**src/rtl/paq_busqueda.sv**
```systemverilog
// Shared definitions for the instruction fetch stage.
//   estado_t  : fetch FSM states (BUSCA = fetching, DRENA = dropping stale responses)
//   INCR_PC   : byte increment between consecutive instructions
//   entrada_t : default FIFO entry {word, pc} at 32-bit width
//   pc_sig    : next sequential PC, wrapping modulo 2^32
package paq_busqueda;

  typedef enum logic {
    BUSCA = 1'b0,
    DRENA = 1'b1
  } estado_t;

  localparam int unsigned INCR_PC = 4;

  typedef struct packed {
    logic [31:0] word;
    logic [31:0] pc;
  } entrada_t;

  function automatic logic [31:0] pc_sig(input logic [31:0] pc);
    return pc + 32'(INCR_PC);
  endfunction

endpackage

```
**src/rtl/fifo_inst.sv**
```systemverilog
// Synchronous instruction FIFO holding {word, pc} entries.
//   clk, rst_n : rising-edge clock, asynchronous active-low reset
//   push/pop   : write dato_in / advance head; ignored when full/empty
//   flush      : empties the FIFO, overriding any push/pop in the same cycle
//   dato_out   : head entry (only meaningful when ocupacion != 0)
//   ocupacion  : number of stored entries, 0..PROF
module fifo_inst
  import paq_busqueda::*;
#(
  parameter int unsigned PROF = 4,
  parameter type T = entrada_t
) (
  input  logic                     clk,
  input  logic                     rst_n,
  input  logic                     push,
  input  logic                     pop,
  input  logic                     flush,
  input  T                         dato_in,
  output T                         dato_out,
  output logic [$clog2(PROF):0]    ocupacion
);

  localparam int unsigned PW = $clog2(PROF);
  localparam int unsigned CW = PW + 1;

  T               mem [PROF];
  logic [PW-1:0]  rd;
  logic [PW-1:0]  wr;
  logic [CW-1:0]  cnt;
  logic           do_push;
  logic           do_pop;

  always_comb begin
    do_push = push && (cnt != CW'(PROF)) && !flush;
    do_pop  = pop  && (cnt != '0)        && !flush;
  end

  always_ff @(posedge clk or negedge rst_n) begin
    if (!rst_n) begin
      rd  <= '0;
      wr  <= '0;
      cnt <= '0;
    end else if (flush) begin
      rd  <= '0;
      wr  <= '0;
      cnt <= '0;
    end else begin
      if (do_push) wr <= wr + PW'(1);
      if (do_pop)  rd <= rd + PW'(1);
      cnt <= cnt + CW'(do_push) - CW'(do_pop);
    end
  end

  always_ff @(posedge clk) begin
    if (do_push) mem[wr] <= dato_in;
  end

  assign dato_out  = mem[rd];
  assign ocupacion = cnt;

endmodule

```
**src/rtl/etapa_busqueda.sv**
```systemverilog
// Instruction fetch stage: owns the PC, issues in-order fetches to a
// variable-latency memory, buffers returned words and hands them to decode.
//   CLK, RSTn                 : clock, asynchronous active-low reset
//   MemReq/MemDir/MemAck      : fetch request channel (MemDir = current PC)
//   MemValido/MemDato         : in-order response channel
//   Salto/DirSalto            : redirect pulse and target
//   InstValida/Inst/InstPC    : instruction to decode (zeros when not valid)
//   InstListo                 : decode consumes the head entry
module etapa_busqueda
  import paq_busqueda::*;
#(
  parameter int unsigned         ANCHO    = 32,
  parameter int unsigned         PROF     = 4,
  parameter logic [ANCHO-1:0]    PC_RESET = '0
) (
  input  logic             CLK,
  input  logic             RSTn,
  output logic             MemReq,
  output logic [ANCHO-1:0] MemDir,
  input  logic             MemAck,
  input  logic             MemValido,
  input  logic [ANCHO-1:0] MemDato,
  input  logic             Salto,
  input  logic [ANCHO-1:0] DirSalto,
  output logic             InstValida,
  output logic [ANCHO-1:0] Inst,
  output logic [ANCHO-1:0] InstPC,
  input  logic             InstListo
);

  localparam int unsigned CW = $clog2(PROF) + 1;

  typedef struct packed {
    logic [ANCHO-1:0] word;
    logic [ANCHO-1:0] pc;
  } entrada_w_t;

  estado_t          estado, estado_n;
  logic [ANCHO-1:0] pc, pc_n;
  logic [ANCHO-1:0] pc_resp, pc_resp_n;
  logic [CW-1:0]    pendientes, pendientes_n;
  logic [CW-1:0]    descartar, descartar_n;
  logic [CW-1:0]    ocupacion;
  logic [CW-1:0]    stale;
  logic [CW:0]      suma;
  logic             arrancado;
  logic             req;
  logic             acepta;
  logic             resp_buena;
  logic             push;
  logic             pop;
  logic             flush;
  entrada_w_t       entrada_in;
  entrada_w_t       cabeza;

  // arrancado keeps MemReq low while in reset and for the release cycle,
  // so requests start on the first full cycle after RSTn rises.
  always_ff @(posedge CLK or negedge RSTn) begin
    if (!RSTn) begin
      estado     <= BUSCA;
      pc         <= PC_RESET;
      pc_resp    <= PC_RESET;
      pendientes <= '0;
      descartar  <= '0;
      arrancado  <= 1'b0;
    end else begin
      estado     <= estado_n;
      pc         <= pc_n;
      pc_resp    <= pc_resp_n;
      pendientes <= pendientes_n;
      descartar  <= descartar_n;
      arrancado  <= 1'b1;
    end
  end

  always_comb begin
    // Credit: buffered words plus outstanding fetches never exceed PROF,
    // so every accepted response has a FIFO slot waiting for it.
    suma       = {1'b0, ocupacion} + {1'b0, pendientes};
    req        = arrancado && (estado == BUSCA) && (suma < (CW+1)'(PROF));
    acepta     = req && MemAck;
    resp_buena = (estado == BUSCA) && MemValido && (pendientes != '0);
    stale      = pendientes + CW'(acepta) - CW'(resp_buena);

    estado_n     = estado;
    pc_n         = pc;
    pc_resp_n    = pc_resp;
    pendientes_n = pendientes;
    descartar_n  = descartar;
    push         = 1'b0;
    flush        = 1'b0;

    unique case (estado)
      BUSCA: begin
        if (acepta) pc_n = pc + ANCHO'(INCR_PC);
        pendientes_n = stale;
        if (resp_buena) begin
          push      = 1'b1;
          pc_resp_n = pc_resp + ANCHO'(INCR_PC);
        end
        if (Salto) begin
          pc_n      = DirSalto;
          pc_resp_n = DirSalto;
          flush     = 1'b1;
          if (stale != '0) begin
            descartar_n  = stale;
            pendientes_n = '0;
            estado_n     = DRENA;
          end
        end
      end
      DRENA: begin
        if (MemValido && (descartar != '0)) begin
          descartar_n = descartar - CW'(1);
          if (descartar == CW'(1)) estado_n = BUSCA;
        end
        if (Salto) begin
          pc_n      = DirSalto;
          pc_resp_n = DirSalto;
          flush     = 1'b1;
        end
      end
      default: estado_n = BUSCA;
    endcase
  end

  always_comb begin
    entrada_in.word = MemDato;
    entrada_in.pc   = pc_resp;
    pop             = InstValida && InstListo;
  end

  fifo_inst #(
    .PROF (PROF),
    .T    (entrada_w_t)
  ) u_fifo (
    .clk       (CLK),
    .rst_n     (RSTn),
    .push      (push),
    .pop       (pop),
    .flush     (flush),
    .dato_in   (entrada_in),
    .dato_out  (cabeza),
    .ocupacion (ocupacion)
  );

  assign MemReq     = req;
  assign MemDir     = pc;
  assign InstValida = (ocupacion != '0);
  assign Inst       = InstValida ? cabeza.word : '0;
  assign InstPC     = InstValida ? cabeza.pc   : '0;

endmodule

```
**config.mk**
```make
export PLATFORM = sky130hd
export DESIGN_NAME = etapa_busqueda
export DESIGN_NICKNAME = d
export VERILOG_FILES = /design/src/rtl/paq_busqueda.sv /design/src/rtl/fifo_inst.sv /design/src/rtl/etapa_busqueda.sv
export SDC_FILE = /design/constraint.sdc
export NUM_CORES = 1
export LEC_CHECK = 0
export ABC_AREA = 1
export BUFFER_PORTS_ARGS = -buffer_cell sky130_fd_sc_hd__buf_2
export CORE_ASPECT_RATIO = 1.1
export CORE_UTILIZATION = 45
export CTS_CLUSTER_DIAMETER = 40
export DETAILED_ROUTE_END_ITERATION = 7
export GPL_ROUTABILITY_DRIVEN = 0
export PLACE_DENSITY = 0.6
export SYNTH_ARGS = -nofsm -noshare
export SYNTH_HDL_FRONTEND = slang
export SYNTH_HIERARCHICAL = 1
export SYNTH_SLANG_ARGS = --single-unit
```
**constraint.sdc**
```tcl
create_clock -name CLK -period 7.1 [get_ports CLK]
set_input_delay 0.71 -clock CLK [delete_from_list [all_inputs] [get_ports CLK]]
set_output_delay 0.71 -clock CLK [all_outputs]
set_load 0.01 [all_outputs]
```
# Word level (Yosys, flattened, before mapping)
# Memories as Yosys holds them, arrays and structs flattened.
# Cells that the tools add are included.
# word_totals
word_cells	81
ram_bits	256
input_bits	70
memories	1
regBits	79
# memory_table
name	depth	width	read_ports	rd_ports_with_merged_regs	wr	line_no	source
u_fifo.mem	4	64	1	0	1	fifo_inst.sv:26	T mem [PROF];
# classes
bitwise_logic	1
n_eq_ne	8
magnitude_cmp	1
add_sub_neg	10
reduce_logical	21
muxes	30
# op_table
cell	n
$mux W32	7
$pmux W32 S2	2
$add A32 B3 Y32 const B	2
$mux W3	6
$reduce_bool A3 Y1	4
$logic_and A1 B1 Y1	11
$mux W1	9
$ne A3 B3 Y1 const B	3
$mux W2	4
$add A3 B1 Y3	2
$pmux W3 S2	1
$sub A3 B1 Y3	2
$add A2 B1 Y2 const B	2
$add A3 B3 Y4	1
$lt A4 B3 Y1 const B	1
$ne A2 B1 Y1 const B	2
$ne A2 B2 Y1 const B	2
$reduce_and A2 Y1	2
$reduce_bool A2 Y1	2
$eq A3 B1 Y1 const B	1
$reduce_and A3 Y1	1
$sub A3 B1 Y3 const B	1
$pmux W1 S2	1
$logic_not A1 Y1	1
$not A1 Y1	1

# Longest topological paths before layout
# depth
word_depth	10
mapped_depth	17
mapped_depth_nobuf	17

# Cells and area by module
# The synthesis kept the hierarchy.
# modules_own_cells
module	seq_area_each_um2	area_each_um2	cells_each	instances
fifo_inst	7862.5	10117.2	679	1
etapa_busqueda	1751.7	5758.0	950	1

# Worst setup path before layout
# No wires, ideal clock.
# synth_path
path_kind	input port to flip-flop
start	in MemValido
end	mem u_fifo/mem[0][0] (netlist name) (enable)
setup_slack_ns	2.854
path_stages	4
arrival_time_ns	3.759
n_path_buf	0
setup_time_ns	0.487
t_required_ns	6.613
cell_sequence	nand3_2 -> inv_1 -> nand3_1 -> nor2_1
# synth_between
elab_chain_cells	8
# synth_rtl
item	line_no	source
start: declaration	etapa_busqueda.sv:21	input logic MemValido,
$logic_and A1 B1 Y1 (2 in a row)	etapa_busqueda.sv:82	resp_buena = (estado == BUSCA) && MemValido && (pendientes != '0);
$mux W1	etapa_busqueda.sv:97	if (resp_buena) begin
$mux W1	etapa_busqueda.sv:93	unique case (estado)
net push	etapa_busqueda.sv:50	logic push;
$logic_and A1 B1 Y1 (2 in a row)	fifo_inst.sv:34	do_push = push && (cnt != CW'(PROF)) && !flush;
$mux W1	fifo_inst.sv:55	if (do_push) mem[wr] <= dato_in;
$mux W1 (implied by the code)	fifo_inst.sv:55	
end: declaration	fifo_inst.sv:26	
# The timed path passes the listed nets, and every way through them passes these cells.

==> results_dict.tcl <==
set metrics [dict create \
    post_detail_place_hpwl_um 23300 \
    antennaDiodeCount 0 \
    postCtsResizedCells 0 \
    clk_root_buffer_cell "clkbuf_16" \
    clock_sink_count 333 \
    tritoncts_clock_tree "done" \
    setup_total_negative_slack_ns 0 \
    synth_cell_types 47 \
    clk_latency_ns 0.54 \
    status "finished clean" \
    timing.slew.headroom_pct 30.1 \
    route.detailed.wl_per_inst_um 16.7 \
    cp_max_fo 76 \
    cts_htree_levels 2 \
    synth_async_sr_flop_share_pct 23.1 \
    netlist_area_sq_um 15900 \
    antenna_found_initial 0 \
    timing.setup.critical_path_class "flip-flop to output pin" \
    tightest_slew_ns 1.05 \
    floorplan.die_area_sq_um 36000 \
    critical_path.startpoint_type "flip-flop" \
    ys_seq_elements 333 \
    postCtsHoldBufs 0 \
    wl_um 37600 \
    clock_path_buffers 3 \
    num_vias 11800 \
    drt_pass1_iterations 5 \
    drt-vias-per-instance 5.21 \
    synthToLayoutAreaGrowth_pct 16.1 \
    grt_pass1_wl_um 60800 \
    power.ir.vdd_worst_v 0.000207 \
    yosys_warnings 6 \
    postSynthNetCount 1716 \
    rows 71 \
    post-cts-setup-buffer-count 0 \
    grt_overflow 0 \
    drt-initial-drc-count 666 \
    ios 168 \
    post_route_drc 0 \
    crit_arrival_ns 3.25 \
    n_fill_cell 3128 \
    synth.most_common_cell "nor2_1" \
    first_global_vias 11600 \
    final_layout_net_count 1870 \
    coreArea_sq_um 34500 \
    setup_viol_count_final 0 \
    worst_clock_skew_ns 0.00984 \
    initial_utilization_pct 46.1 \
    p_total_mw 5.79 \
    drv.max_cap_violation_count 0 \
    yosysTopAreaCell "edfxtp_1" \
    rsz_0062_raised_after_global_routing "false" \
    die-width_um 181 \
    synth_cells 1629 \
    synthTopCellsByArea "edfxtp_1, dfrtp_1, nor2_1" \
    final_worst_path_cycle_share_pct 55.7 \
    cp-end-kind "output pin" \
    ys.flop_type "edfxtp_1" \
    place.port_buffers 167 \
    synth_sequential_area_ratio_pct 60.6 \
    final_layout_size_suffix_gt1_share_pct 19.0 \
    timing.final.max_slew_violations 0 \
    synth.top_cells.by_count "nor2_1, nand2_1, edfxtp_1, inv_1, o21ai_0" \
    cp_data_required_time_ns 6.39 \
    maximum_number_of_pins_on_one_net_before_global_route_repair 93 \
    postSynthAreaPerCell_sq_um 9.75 \
    path_clk_slew_ns 0.06 \
    synth-edff-count 256 \
    final_hold_viol_count 0 \
    p_leak_nw 7.76 \
    fin_crit_ns 3.96 \
    die_h_um 199 \
    tritoncts.num_buffers 46 \
    min_path_type "input port to async pin" \
    ant_nets 0 \
    power_per_cell_area_nw_per_um2 314 \
    yosysTopAreaCellShare_pct 48.4 \
    grt_util_all_layers_pct 21.3 \
    max_clock_freq_mhz 253 \
]
-- final cells by class --
type | count | area (sq um) | share of cell area [%]
sequential | 333 | 9620 | 52.2
multi-input combinational | 1045 | 5150 | 27.9
clock buffer | 53 | 1210 | 6.56
timing repair buffer | 178 | 921 | 5.00
inverter | 179 | 674 | 3.66
tap | 438 | 548 | 2.97
clock inverter | 29 | 313 | 1.70
-- final timing paths --
kind / cells after the start / end / slack, ns / from
worst max-delay path: 7 / InstPC[21] / 3.14 / u_fifo/rd[0]
worst min-delay path: 1 / MemDir[26] / 0.13 / RSTn
worst max register to register: 6 / u_fifo/mem[1][62] / 3.91 / estado
worst min register to register: 2 / descartar[1] / 0.51 / descartar[1]
max in group asynchronous: 2 / u_fifo/rd[0] / 5.89 / RSTn
min in group CLK: 3 / MemDir[1] / 0.37 / DirSalto[1]
-- registers in the layout (all words and copies together) (netlist names) --
register / cells
u_fifo/mem: 256
MemDir: 31
pc_resp: 31
descartar: 3
pendientes: 3
u_fifo/ocupacion: 3
u_fifo/rd: 2
u_fifo/wr: 2
arrancado: 1
estado: 1
-- cell families (layout without fill, tap and decap cells) --
group	after synthesis	count (layout)	share of synthesized area, %
adder cells (fa/ha/maj)	17	17	1.43
AO/OA/AOI/OAI	307	307	11.2
flip-flops	333	333	60.6
other	1	1	0.0236
buffers and inverters	251	439	7.24
XOR/XNOR	5	5	0.276
AND/OR/NAND/NOR	715	715	19.2
-- metal layers --
layer / vias up / GRT usage, % / share of wire [%]
met5: - / 0 / 0
met4: 0 / 7.31 / 2.7
met3: 67 / 3.06 / 4.5
met2: 315 / 36.2 / 48
met1: 5609 / 28.1 / 45
li1: 5768 / - / -
-- critical path, stage by stage (launching register included) --
cell	delay, ns
dfrtp_4	0.65
inv_4	0.52
buf_4	0.77
o21ai_0	0.21
o22ai_2	0.15
inv_1	0.07
nor2_1	0.10
buf_2	0.15
-- through the flow --
step                      worst slack, ns  util [%]  area [sq um]  hold slack (ns)  cells
final                                3.14      53.5         18400            0.130   2255
after global routing                 2.89      53.5         18400            0.131   2255
after CTS                            3.09      53.5         18400            0.111   2255
after detailed placement             3.66      49.1         16900            0.507   2173
after global placement               3.73      49.1         16900            0.499   2173
after floorplan                      2.85         -         15900            0.414   1629
-- where the power goes --
part	total [mW]	internal (mW)	switching (mW)
clock network	2.26	1.41	0.846
logic	0.909	0.319	0.590
registers	2.62	2.34	0.278
-- placed cells by master (no fill, tap or decap), types with 47 or more instances in the layout --
master,netlist,final
inv_1,167,167
nor2_1,315,311
dfrtp_1,77,75
o22ai_1,52,52
edfxtp_1,256,256
nand2_1,262,262
nand3_1,55,55
clkbuf_16,0,47
buf_2,28,166
o21ai_0,123,123
o21ai_1,59,59
(Power assumes the default switching activity.)
